==> src/rtl/gtp_pkg.sv <==
// Shared definitions for the GTP/Aurora framing link: control words,
// CRC seed, transmit state encoding and the 32-bit parallel CRC-32 step
// that both the transmitter and the receiver use.
package gtp_pkg;

    localparam logic [31:0] SOF_WORD   = 32'h0000_FFBC;
    localparam logic [31:0] EOF_WORD   = 32'h0000_FFBD;
    localparam logic [31:0] TRIG0_WORD = 32'h0000_FFBA;
    localparam logic [31:0] TRIG1_WORD = 32'h0000_FFBB;

    localparam logic [31:0] CRC_SEED = 32'hFFFF_FFFF;
    localparam logic [31:0] CRC_POLY = 32'h04C1_1DB7;

    typedef enum logic [3:0] {
        ST_IDLE,
        ST_SOF,
        ST_ID,
        ST_HDR,
        ST_DATA,
        ST_CRC,
        ST_EOF,
        ST_TRIG0,
        ST_TRIG1
    } tx_state_e;

    // One CRC-32 step over a full word, MSB first, no reflection.
    function automatic logic [31:0] nextCRC32_D32(input logic [31:0] data,
                                                  input logic [31:0] crc);
        logic [31:0] c;
        logic        fb;
        c = crc;
        for (int i = 31; i >= 0; i--) begin
            fb = c[31] ^ data[i];
            c  = {c[30:0], 1'b0} ^ (fb ? CRC_POLY : 32'h0);
        end
        return c;
    endfunction

endpackage

==> src/rtl/gtp_tx_skid_fifo.sv <==
// Two-entry, 32-bit skid FIFO holding prefetched packet-buffer words.
// The level output lets the framer throttle reads including in-flight ones.
module gtp_tx_skid_fifo (
    input  logic        clk_i,
    input  logic        rst_ni,
    input  logic        push_i,
    input  logic [31:0] wdata_i,
    input  logic        pop_i,
    output logic [31:0] rdata_o,
    output logic        empty_o,
    output logic [1:0]  level_o
);

    logic [31:0] mem_q [2];
    logic        wr_ptr_q, rd_ptr_q;
    logic [1:0]  level_q, level_d;
    logic        push_ok, pop_ok;

    assign empty_o = (level_q == 2'd0);
    assign push_ok = push_i && (level_q != 2'd2);
    assign pop_ok  = pop_i && !empty_o;
    assign rdata_o = mem_q[rd_ptr_q];
    assign level_o = level_q;

    // Occupancy after this cycle's push and pop.
    always_comb begin
        level_d = level_q + {1'b0, push_ok} - {1'b0, pop_ok};
    end

    // Pointers and occupancy.
    always_ff @(posedge clk_i or negedge rst_ni) begin
        if (!rst_ni) begin
            wr_ptr_q <= 1'b0;
            rd_ptr_q <= 1'b0;
            level_q  <= 2'd0;
        end else begin
            if (push_ok) wr_ptr_q <= ~wr_ptr_q;
            if (pop_ok)  rd_ptr_q <= ~rd_ptr_q;
            level_q <= level_d;
        end
    end

    // Storage needs no reset; the pointers define what is valid.
    always_ff @(posedge clk_i) begin
        if (push_ok) mem_q[wr_ptr_q] <= wdata_i;
    end

endmodule

==> src/rtl/gtp_tx_framer.sv <==
// Transmit framer: serialises SOF, ID, header, payload, CRC and EOF words
// (or a two-word trigger frame) onto the AXI4-Stream TX port, prefetching
// payload from the packet buffer into a small skid FIFO.
module gtp_tx_framer
    import gtp_pkg::*;
#(
    parameter int ADDR_W = 8,
    parameter int RD_LAT = 1   // in-flight accounting assumes a latency of 1
) (
    input  logic              log_clk,
    input  logic              log_rst_n,
    input  logic              tx_start,
    input  logic [7:0]        tx_head,
    input  logic [7:0]        tx_length,
    input  logic              tx_trigger,
    input  logic [31:0]       gtx_id,
    output logic              packet_data_rd_en,
    output logic [ADDR_W-1:0] packet_data_rd_addr,
    input  logic [31:0]       packet_data_rdata,
    output logic [31:0]       s_axi_tx_tdata,
    output logic              s_axi_tx_tvalid,
    output logic              s_axi_tx_tlast,
    input  logic              s_axi_tx_tready,
    output logic              tx_busy,
    output logic              tx_done
);

    tx_state_e         state_q, state_d;
    logic [7:0]        head_q, len_q, data_left_q, rd_left_q;
    logic [31:0]       id_q, crc_q;
    logic              trig_pend_q, tx_done_q;
    logic [ADDR_W-1:0] rd_addr_q;
    logic [RD_LAT-1:0] rd_pipe_q;

    logic              hs, go_trig, accept, rd_state, inflight;
    logic              fifo_pop, fifo_empty;
    logic [1:0]        fifo_level;
    logic [31:0]       fifo_rdata;
    logic [2:0]        occ_after;

    assign hs       = s_axi_tx_tvalid && s_axi_tx_tready;
    assign go_trig  = trig_pend_q || tx_trigger;
    assign accept   = (state_q == ST_IDLE) && !go_trig && tx_start;
    assign rd_state = state_q inside {ST_SOF, ST_ID, ST_HDR, ST_DATA};
    assign inflight = |rd_pipe_q;
    assign fifo_pop = (state_q == ST_DATA) && hs;

    // Slots the FIFO would hold once every issued read lands, net of this cycle's pop.
    assign occ_after = 3'(fifo_level) + 3'(inflight) - 3'(fifo_pop);

    assign packet_data_rd_en   = rd_state && (rd_left_q != 8'd0) && (occ_after < 3'd2);
    assign packet_data_rd_addr = rd_addr_q;
    assign tx_done             = tx_done_q;

    gtp_tx_skid_fifo u_fifo (
        .clk_i   (log_clk),
        .rst_ni  (log_rst_n),
        .push_i  (rd_pipe_q[RD_LAT-1]),
        .wdata_i (packet_data_rdata),
        .pop_i   (fifo_pop),
        .rdata_o (fifo_rdata),
        .empty_o (fifo_empty),
        .level_o (fifo_level)
    );

    // State register.
    always_ff @(posedge log_clk or negedge log_rst_n) begin
        if (!log_rst_n) state_q <= ST_IDLE;
        else            state_q <= state_d;
    end

    // Next-state: triggers win in IDLE, every other state advances on a handshake.
    always_comb begin
        state_d = state_q;
        unique case (state_q)
            ST_IDLE: begin
                if (go_trig)       state_d = ST_TRIG0;
                else if (tx_start) state_d = ST_SOF;
            end
            ST_SOF:   if (hs) state_d = ST_ID;
            ST_ID:    if (hs) state_d = ST_HDR;
            ST_HDR:   if (hs) state_d = (len_q == 8'd0) ? ST_CRC : ST_DATA;
            ST_DATA:  if (hs && data_left_q == 8'd1) state_d = ST_CRC;
            ST_CRC:   if (hs) state_d = ST_EOF;
            ST_EOF:   if (hs) state_d = ST_IDLE;
            ST_TRIG0: if (hs) state_d = ST_TRIG1;
            ST_TRIG1: if (hs) state_d = ST_IDLE;
            default:  state_d = ST_IDLE;
        endcase
    end

    // Stream outputs are decoded from registered state so they hold while stalled.
    always_comb begin
        s_axi_tx_tvalid = 1'b0;
        s_axi_tx_tdata  = 32'h0;
        s_axi_tx_tlast  = 1'b0;
        tx_busy         = (state_q != ST_IDLE);
        unique case (state_q)
            ST_SOF:   begin s_axi_tx_tvalid = 1'b1; s_axi_tx_tdata = SOF_WORD; end
            ST_ID:    begin s_axi_tx_tvalid = 1'b1; s_axi_tx_tdata = id_q; end
            ST_HDR:   begin s_axi_tx_tvalid = 1'b1; s_axi_tx_tdata = {16'h0, head_q, len_q}; end
            ST_DATA:  begin s_axi_tx_tvalid = !fifo_empty; s_axi_tx_tdata = fifo_rdata; end
            ST_CRC:   begin s_axi_tx_tvalid = 1'b1; s_axi_tx_tdata = crc_q; end
            ST_EOF:   begin s_axi_tx_tvalid = 1'b1; s_axi_tx_tdata = EOF_WORD;   s_axi_tx_tlast = 1'b1; end
            ST_TRIG0: begin s_axi_tx_tvalid = 1'b1; s_axi_tx_tdata = TRIG0_WORD; end
            ST_TRIG1: begin s_axi_tx_tvalid = 1'b1; s_axi_tx_tdata = TRIG1_WORD; s_axi_tx_tlast = 1'b1; end
            default:  ;
        endcase
    end

    // Frame context, CRC, read pointer/counters and the pending-trigger flag.
    always_ff @(posedge log_clk or negedge log_rst_n) begin
        if (!log_rst_n) begin
            head_q      <= 8'h0;
            len_q       <= 8'h0;
            id_q        <= 32'h0;
            crc_q       <= CRC_SEED;
            data_left_q <= 8'h0;
            rd_left_q   <= 8'h0;
            rd_addr_q   <= '0;
            rd_pipe_q   <= '0;
            trig_pend_q <= 1'b0;
            tx_done_q   <= 1'b0;
        end else begin
            rd_pipe_q <= (rd_pipe_q << 1) | RD_LAT'(packet_data_rd_en);
            tx_done_q <= (state_q == ST_EOF) && hs;

            if (state_q == ST_IDLE && go_trig) trig_pend_q <= 1'b0;
            else if (tx_trigger)               trig_pend_q <= 1'b1;

            if (accept) begin
                head_q      <= tx_head;
                len_q       <= tx_length;
                id_q        <= gtx_id;
                crc_q       <= CRC_SEED;
                data_left_q <= tx_length;
                rd_left_q   <= tx_length;
                rd_addr_q   <= ADDR_W'(tx_head);
            end else begin
                if (hs && (state_q inside {ST_ID, ST_HDR, ST_DATA}))
                    crc_q <= nextCRC32_D32(s_axi_tx_tdata, crc_q);
                if (fifo_pop)
                    data_left_q <= data_left_q - 8'd1;
                if (packet_data_rd_en) begin
                    rd_left_q <= rd_left_q - 8'd1;
                    rd_addr_q <= rd_addr_q + ADDR_W'(1);
                end
            end
        end
    end

endmodule

==> config.mk <==
export PLATFORM = sky130hd
export DESIGN_NAME = gtp_tx_framer
export DESIGN_NICKNAME = d
export VERILOG_FILES = /design/src/rtl/gtp_pkg.sv /design/src/rtl/gtp_tx_skid_fifo.sv /design/src/rtl/gtp_tx_framer.sv
export SDC_FILE = /design/constraint.sdc
export NUM_CORES = 1
export LEC_CHECK = 0
export BUFFER_PORTS_ARGS = -buffer_cell sky130_fd_sc_hd__buf_2
export CORE_ASPECT_RATIO = 0.6
export CORE_UTILIZATION = 54
export CTS_CLUSTER_SIZE = 28
export DETAILED_ROUTE_END_ITERATION = 8
export GPL_TIMING_DRIVEN = 0
export HOLD_SLACK_MARGIN = 0.05
export PLACE_DENSITY_LB_ADDON = 0.08
export SLEW_MARGIN = 20
export SYNTH_ARGS = -nofsm -noshare
export SYNTH_HDL_FRONTEND = slang
export SYNTH_SLANG_ARGS = --single-unit
==> constraint.sdc <==
create_clock -name log_clk -period 4.9 [get_ports log_clk]
set_input_delay 0.49 -clock log_clk [delete_from_list [all_inputs] [get_ports log_clk]]
set_output_delay 0.49 -clock log_clk [all_outputs]
set_load 0.005 [all_outputs]
==> flow_summary.json, run 1 <==
{
  "synth_top_cell_area_share_pct": 18.42,
  "relSlewSlack_pct": 34.94,
  "ant_nets": 0,
  "grt_use_total_pct": 32.96,
  "insertion_delay_ns": 0.46,
  "core_area_sq_um": 20220,
  "slowest_stage": "xnor3_2",
  "worstReg2RegEnd": "crc_q[11]",
  "cts_root_buffer": "clkbuf_16",
  "grt_pass1_vias": 8122,
  "critPathArrivalTime_ns": 5.23,
  "io_buffers": 129,
  "cts.clk_slew.worst_paths_ns": 0.08,
  "synth_top_cell_by_area": "dfrtp_1",
  "wl_per_cell_um": 22.96,
  "synth_seq_area_share_pct": 42.91,
  "cts_tree": "built",
  "crit_chain": "buf_2, nor4b_4, buf_4, buf_6, buf_4, a22oi_1, mux2i_1, xnor3_2, xnor3_2, xnor3_2, xor2_4, xnor3_2, xnor3_2, a31oi_1",
  "synthCells": 1015,
  "drc": 0,
  "chipWidth_um": 188.6,
  "rr_worst_depth": 14,
  "ctsHtreeMaxLevel": 4,
  "final_nets": 1321,
  "r2r_setup_slack_ns": 0.05,
  "postRouteWirelength_um": 34760,
  "crit_fanout": 10,
  "cp_num_cells": 14,
  "antenna_found_initial": 1,
  "finalMaxSlewViolations": 0,
  "syn_area_sq_um": 11280,
  "cp-start-kind": "register",
  "ys.flop_type": "dfrtp_1",
  "area_growth_pct": 24.46,
  "min_period_ns": 4.850,
  "crit_path_max_incr_delay_ns": 0.53,
  "cts_sinks": 179,
  "ys_ff_latch": 179,
  "dp_worst_setup_slack_ns": -1.130,
  "rsz0062_at_grt": "true",
  "post-route-period-util_pct": 98.97,
  "syn_nets": 1109,
  "r2r-start": "state_q[1]",
  "crit_path_frequent_cell": "xnor3_2",
  "dp_hpwl_um": 25170,
  "drt_iter0_markers": 1069,
  "placementRows": 40,
  "grt-ovfl-total": 0,
  "synth_edf_count": 64,
  "setup_violations": 0,
  "start_util_pct": 55.78,
  "die_area_sq_um": 21490,
  "hp-class": "input pin to register",
  "grt_pass1_wl_um": 50630,
  "holdWs_ns": 0.2174,
  "drv_cap": 0,
  "critical_path_required_ns": 5.28,
  "first_pass_iters": 6,
  "die_height_um": 113.9,
  "crit_path_end_kind": "register",
  "clock.fmax_mhz": 206.2,
  "async_flop_share_pct": 64.25,
  "ys_warn_count": 0,
  "grt_max_degree": 61,
  "final_hold_viol_count": 0,
  "critPathBufInv": 4,
  "run_status": "complete, no violations",
  "clk_path_buf_depth": 2,
  "synth_cell_types": 69,
  "drive_gt1_share_pct": 33.55,
  "fin_skew_ns": 0.01071,
  "worstSetupEndpoint": "crc_q[11]",
  "tns_ns": 0,
  "synth.avg_cell_area_sq_um": 11.11,
  "cts_buffers": 17,
  "timing.final.ws_setup_ns": 0.05045,
  "postLayoutCoreUtil_pct": 69.42,
  "tightest_slew_ns": 0.9657,
  "vias_per_cell": 5.750,
  "pin_count": 130,
  "critical_path.startpoint": "state_q[1]",
  "crit_family": "XOR/XNOR gates",
  "place_congestion": 0.9704,
  "path_class": "register to register",
  "num_vias": 8706,
  "synthTopCellsByArea": "dfrtp_1, edfxtp_1, xnor2_1"
}
[layout by cell type (no fill, tap or decap), types with 17 or more instances in the layout]
| cell | Yosys | layout |
|---|---|---|
| mux2i_1 | 19 | 17 |
| nor2_1 | 51 | 47 |
| xnor2_1 | 140 | 117 |
| nand2_1 | 214 | 213 |
| xnor2_2 | 8 | 23 |
| dfrtp_1 | 83 | 80 |
| clkbuf_16 | 0 | 17 |
| o21ai_0 | 20 | 20 |
| clkbuf_1 | 34 | 25 |
| buf_4 | 2 | 66 |
| edfxtp_1 | 64 | 64 |
| a21oi_1 | 21 | 21 |
| a31oi_1 | 26 | 25 |
| a22oi_1 | 26 | 18 |
| xnor3_1 | 33 | 20 |
| xor2_1 | 55 | 46 |
| buf_2 | 11 | 133 |
| xnor3_2 | 4 | 17 |
| mux2_2 | 26 | 27 |
| dfstp_2 | 32 | 32 |
[state kept, by name, indices dropped and copies added, names as in the netlist]
register	count
state_q	4
crc_q	32
data_left_q	8
rd_left_q	8
trig_pend_q	1
id_q	32
u_fifo.level_o	2
inflight	1
u_fifo.mem_q	64
len_q	8
tx_done	1
head_q	8
u_fifo.wr_ptr_q	1
packet_data_rd_addr	8
u_fifo.rd_ptr_q	1
[routing by layer]
layer  vias up  track usage, %  part of all wire [%]
met1      4289           53.75                    47
met2       457           42.11                    39
li1       3920               -                     -
met5         -               0                     0
met3        40           9.877                    12
met4         0           6.344                   1.2
[metrics by stage]
step / cells / cell area (sq um)
after floorplan: 1015 / 11280
after global placement: 1417 / 12270
after detailed placement: 1419 / 12330
after CTS: 1490 / 13600
after global routing: 1513 / 14030
final: 1514 / 14040
[layout make-up]
type / count / area, sq um
antenna: 1 / 2.502
buffer: 50 / 247.7
clock buffer: 18 / 439.2
clock inverter: 14 / 173.9
fill: 1505 / 6182
inverter: 12 / 45.04
multi-input combinational: 772 / 6745
sequential: 179 / 4843
tap: 273 / 341.6
timing repair buffer: 195 / 1199
[synth_stat cells (all sizes together), types with 3 or more instances]
| master | number |
|---|---|
| nand3b | 3 |
| nor4 | 4 |
| dfrtp | 83 |
| inv | 12 |
| nand2 | 214 |
| xnor2 | 149 |
| buf | 18 |
| xor3 | 11 |
| nand3 | 5 |
| nor2b | 4 |
| nor3b | 3 |
| nand2b | 3 |
| dfstp | 32 |
| ha | 8 |
| o22a | 10 |
| a211o | 4 |
| nor2 | 51 |
| clkbuf | 34 |
| mux2 | 27 |
| nor3 | 8 |
| xnor3 | 37 |
| o22ai | 3 |
| o21ai | 20 |
| edfxtp | 64 |
| a31oi | 26 |
| mux2i | 28 |
| nor4b | 4 |
| a22oi | 30 |
| o211ai | 7 |
| xor2 | 61 |
| a21oi | 21 |
[worst min path at each step]
stage	startpoint	cells after the start	endpoint	slack, ns
floorplan	log_rst_n	0	data_left_q[0]	0.19
global placement	id_q[23]	2	id_q[23]	0.46
detailed placement	id_q[12]	2	id_q[12]	0.46
CTS	packet_data_rdata[25]	1	u_fifo.mem_q[0][25]	0.21
global route	packet_data_rdata[25]	1	u_fifo.mem_q[0][25]	0.20
finish	packet_data_rdata[24]	1	u_fifo.mem_q[1][24]	0.22
[cell families (layout without fill, tap and decap cells)]
kind of cell / count (synthesis) / after routing / share of synthesized area, %
compound gates: 137 / 137 / 8.376
xor+xnor: 258 / 258 / 27.40
fa+ha+maj: 9 / 9 / 1.065
buf+inv: 64 / 289 / 2.385
flops: 179 / 179 / 42.91
mux: 55 / 55 / 5.869
other cells: 0 / 1 / 0
simple gates: 313 / 313 / 11.99
[what timing repair did]
| action | in CTS | in global routing |
|---|---|---|
| resized for setup | 59 | 55 |
| pin swaps | 12 | 13 |
| hold endpoints to repair | 59 | 0 |
| setup endpoints to repair | 41 | 29 |
| setup buffers | 38 | 25 |
| hold buffers | 1 | 0 |
Power of run 1 is not shown: default switching activity piles up to over one toggle a cycle in this logic, so the estimate is an artifact.
==> inputs of run 2 (changes only) <==
--- a/config.mk
+++ b/config.mk
@@ -5,13 +5,13 @@
 export SDC_FILE = /design/constraint.sdc
 export NUM_CORES = 1
 export LEC_CHECK = 0
-export BUFFER_PORTS_ARGS = -buffer_cell sky130_fd_sc_hd__buf_2
 export CORE_ASPECT_RATIO = 0.6
-export CORE_UTILIZATION = 54
+export CORE_UTILIZATION = 60
 export CTS_CLUSTER_SIZE = 28
 export DETAILED_ROUTE_END_ITERATION = 8
+export DONT_BUFFER_PORTS = 1
 export GPL_TIMING_DRIVEN = 0
-export HOLD_SLACK_MARGIN = 0.05
+export HOLD_SLACK_MARGIN = 0.15
 export PLACE_DENSITY_LB_ADDON = 0.08
 export SLEW_MARGIN = 20
 export SYNTH_ARGS = -nofsm -noshare
==> constraint.sdc (replaced) <==
create_clock -name log_clk -period 5.9 [get_ports log_clk]
set_input_delay 0.59 -clock log_clk [delete_from_list [all_inputs] [get_ports log_clk]]
set_output_delay 0.59 -clock log_clk [all_outputs]
set_load 0.005 [all_outputs]
==> flow_summary.json, run 2 (synthesized netlist as in run 1, its figures left out) <==
{
  "run_status": "complete, no violations",
  "start_util_pct": 61.93,
  "final_common_cell": "nand2_1",
  "post_cts_buffers": 0,
  "clock.fmax_mhz": 174.3,
  "chipWidth_um": 179,
  "core_area_sq_um": 18210,
  "crit_path_frequent_cell": "xnor3_2",
  "drt_iter0_markers": 798,
  "final_nets": 1131,
  "die_height_um": 108.2,
  "grt_max_degree": 116,
  "cts_buffers": 17,
  "placementRows": 38,
  "tightest_slew_ns": 0.9508,
  "clk_path_buf_depth": 2,
  "rr_worst_depth": 14,
  "min_period_ns": 5.736,
  "postRouteWirelength_um": 31080,
  "num_vias": 7831,
  "insertion_delay_ns": 0.44,
  "dr.max_layer_used": "met4",
  "fill_cells": 1413,
  "hp-class": "input pin to register",
  "routed-wl-met3_um": 4431,
  "antenna_found_initial": 1,
  "critPathBufInv": 3,
  "dp_hpwl_um": 24010,
  "drc": 0,
  "finalMaxSlewViolations": 0,
  "largest_reg_flops": 64,
  "place_congestion": 0.9773,
  "hold_path_depth": 0,
  "largest_registers": "u_fifo.mem_q x64, crc_q x32, id_q x32",
  "crit_path_end_kind": "register",
  "critical_path_required_ns": 6.28,
  "area_growth_pct": 8.531,
  "crit_fanout": 10,
  "cts.clk_slew.worst_paths_ns": 0.08,
  "crit_family": "XOR/XNOR gates",
  "final_hold_viol_count": 0,
  "path_class": "register to register",
  "cp-start-kind": "register",
  "cts_sinks": 179,
  "setup_violations": 0,
  "crit_path_max_incr_delay_ns": 0.61,
  "die_area_sq_um": 19370,
  "slowest_stage": "xnor3_2",
  "drive_gt1_share_pct": 14.19,
  "grt_pass1_vias": 7380,
  "ctsHtreeMaxLevel": 4,
  "dr_wl_met2_um": 11910,
  "pin_count": 130,
  "max_flop_register": "u_fifo.mem_q",
  "layout_common_cells": "nand2_1, xnor2_1, dfrtp_1",
  "wl_per_cell_um": 24.10,
  "wl_met1_um": 14550,
  "fin_skew_ns": 0.01694,
  "placed_cell_area_sq_um": 11610,
  "post-route-period-util_pct": 97.23,
  "cts_root_buffer": "clkbuf_16",
  "drv_cap": 0,
  "tns_ns": 0,
  "relSlewSlack_pct": 35.94,
  "grt_use_total_pct": 33.95,
  "stdcell_area_sq_um": 12240,
  "first_pass_iters": 7,
  "ant_nets": 0,
  "rsz0062_at_grt": "false",
  "grt-ovfl-total": 0,
  "cp_num_cells": 14,
  "crit_chain": "buf_4, nor4b_4, buf_6, buf_2, a22oi_1, mux2i_1, xnor3_1, xnor2_2, xnor3_2, xnor3_2, xor2_4, xnor3_2, xnor2_1, o22a_1",
  "antenna_cells": 0,
  "io_buffers": 0,
  "grt_pass1_wl_um": 46120,
  "vias_per_cell": 6.071,
  "critPathArrivalTime_ns": 6.12,
  "cts_tree": "built"
}
==> run 2: changes by cell type in the layout (fill, tap and decap cells not counted), moves of 7 or more <==
cell,change
a22oi_1,+8
a22oi_2,-8
buf_2,-122
buf_4,-64
clkbuf_1,+9
clkbuf_2,-7
xnor2_1,+23
xnor2_2,-15
xnor2_4,-8
xnor3_1,+13
xnor3_2,-13
xor2_1,+9
==> run 2: routing by layer <==
layer	vias to the layer above	track usage, %
met3	20	15.40
met5	-	0
met2	395	42.94
met1	3869	52.84
met4	0	5.327
li1	3547	-
==> run 2: cell type report <==
| cell class | count | area (sq um) | share of cell area, % |
|---|---|---|---|
| Inverter | 12 | 45.04 | 0.3680 |
| Buffer | 52 | 224.0 | 1.830 |
| Sequential cell | 179 | 4840 | 39.54 |
| Multi-Input combinational cell | 772 | 6202 | 50.67 |
| Tap cell | 240 | 300.3 | 2.453 |
| Clock inverter | 15 | 138.9 | 1.135 |
| Timing Repair Buffer | 3 | 65.06 | 0.5315 |
| Clock buffer | 17 | 425.4 | 3.475 |
==> run 2: path summary, 6_finish.rpt <==
kind                                 startpoint                  to  slack, ns
min in group asynchronous             log_rst_n      data_left_q[6]       0.76
setup / recovery                     state_q[0]           crc_q[26]       0.16
hold / removal             packet_data_rdata[8]  u_fifo.mem_q[0][8]       0.24
max in group asynchronous             log_rst_n     u_fifo.rd_ptr_q       4.65
setup reg to reg                     state_q[0]           crc_q[26]       0.16
hold reg to reg                        id_q[23]            id_q[23]       0.48
==> run 2: timing repair <==
item                       in CTS  in global routing
hold endpoints to repair      115                  0
hold buffers                    2                  0
resized for setup               2                  2
gates cloned                    0                  0
setup endpoints to repair       9                 10
pin swaps                       0                  0
==> run 2: metrics by stage <==
step | hold WS (ns) | util [%] | setup slack (ns) | cells
finish | 0.2422 | 67.22 | 0.1636 | 1290
global route | 0.2193 | 67.22 | 0.05592 | 1290
CTS | 0.2261 | 67.14 | 0.1886 | 1290
detailed placement | 0.2970 | 63.78 | -0.2050 | 1256
global placement | 0.2967 | 63.58 | -0.1850 | 1255
floorplan | 0.2944 | - | 1.071 | 1015
Power of run 2 is left out for the same reason.
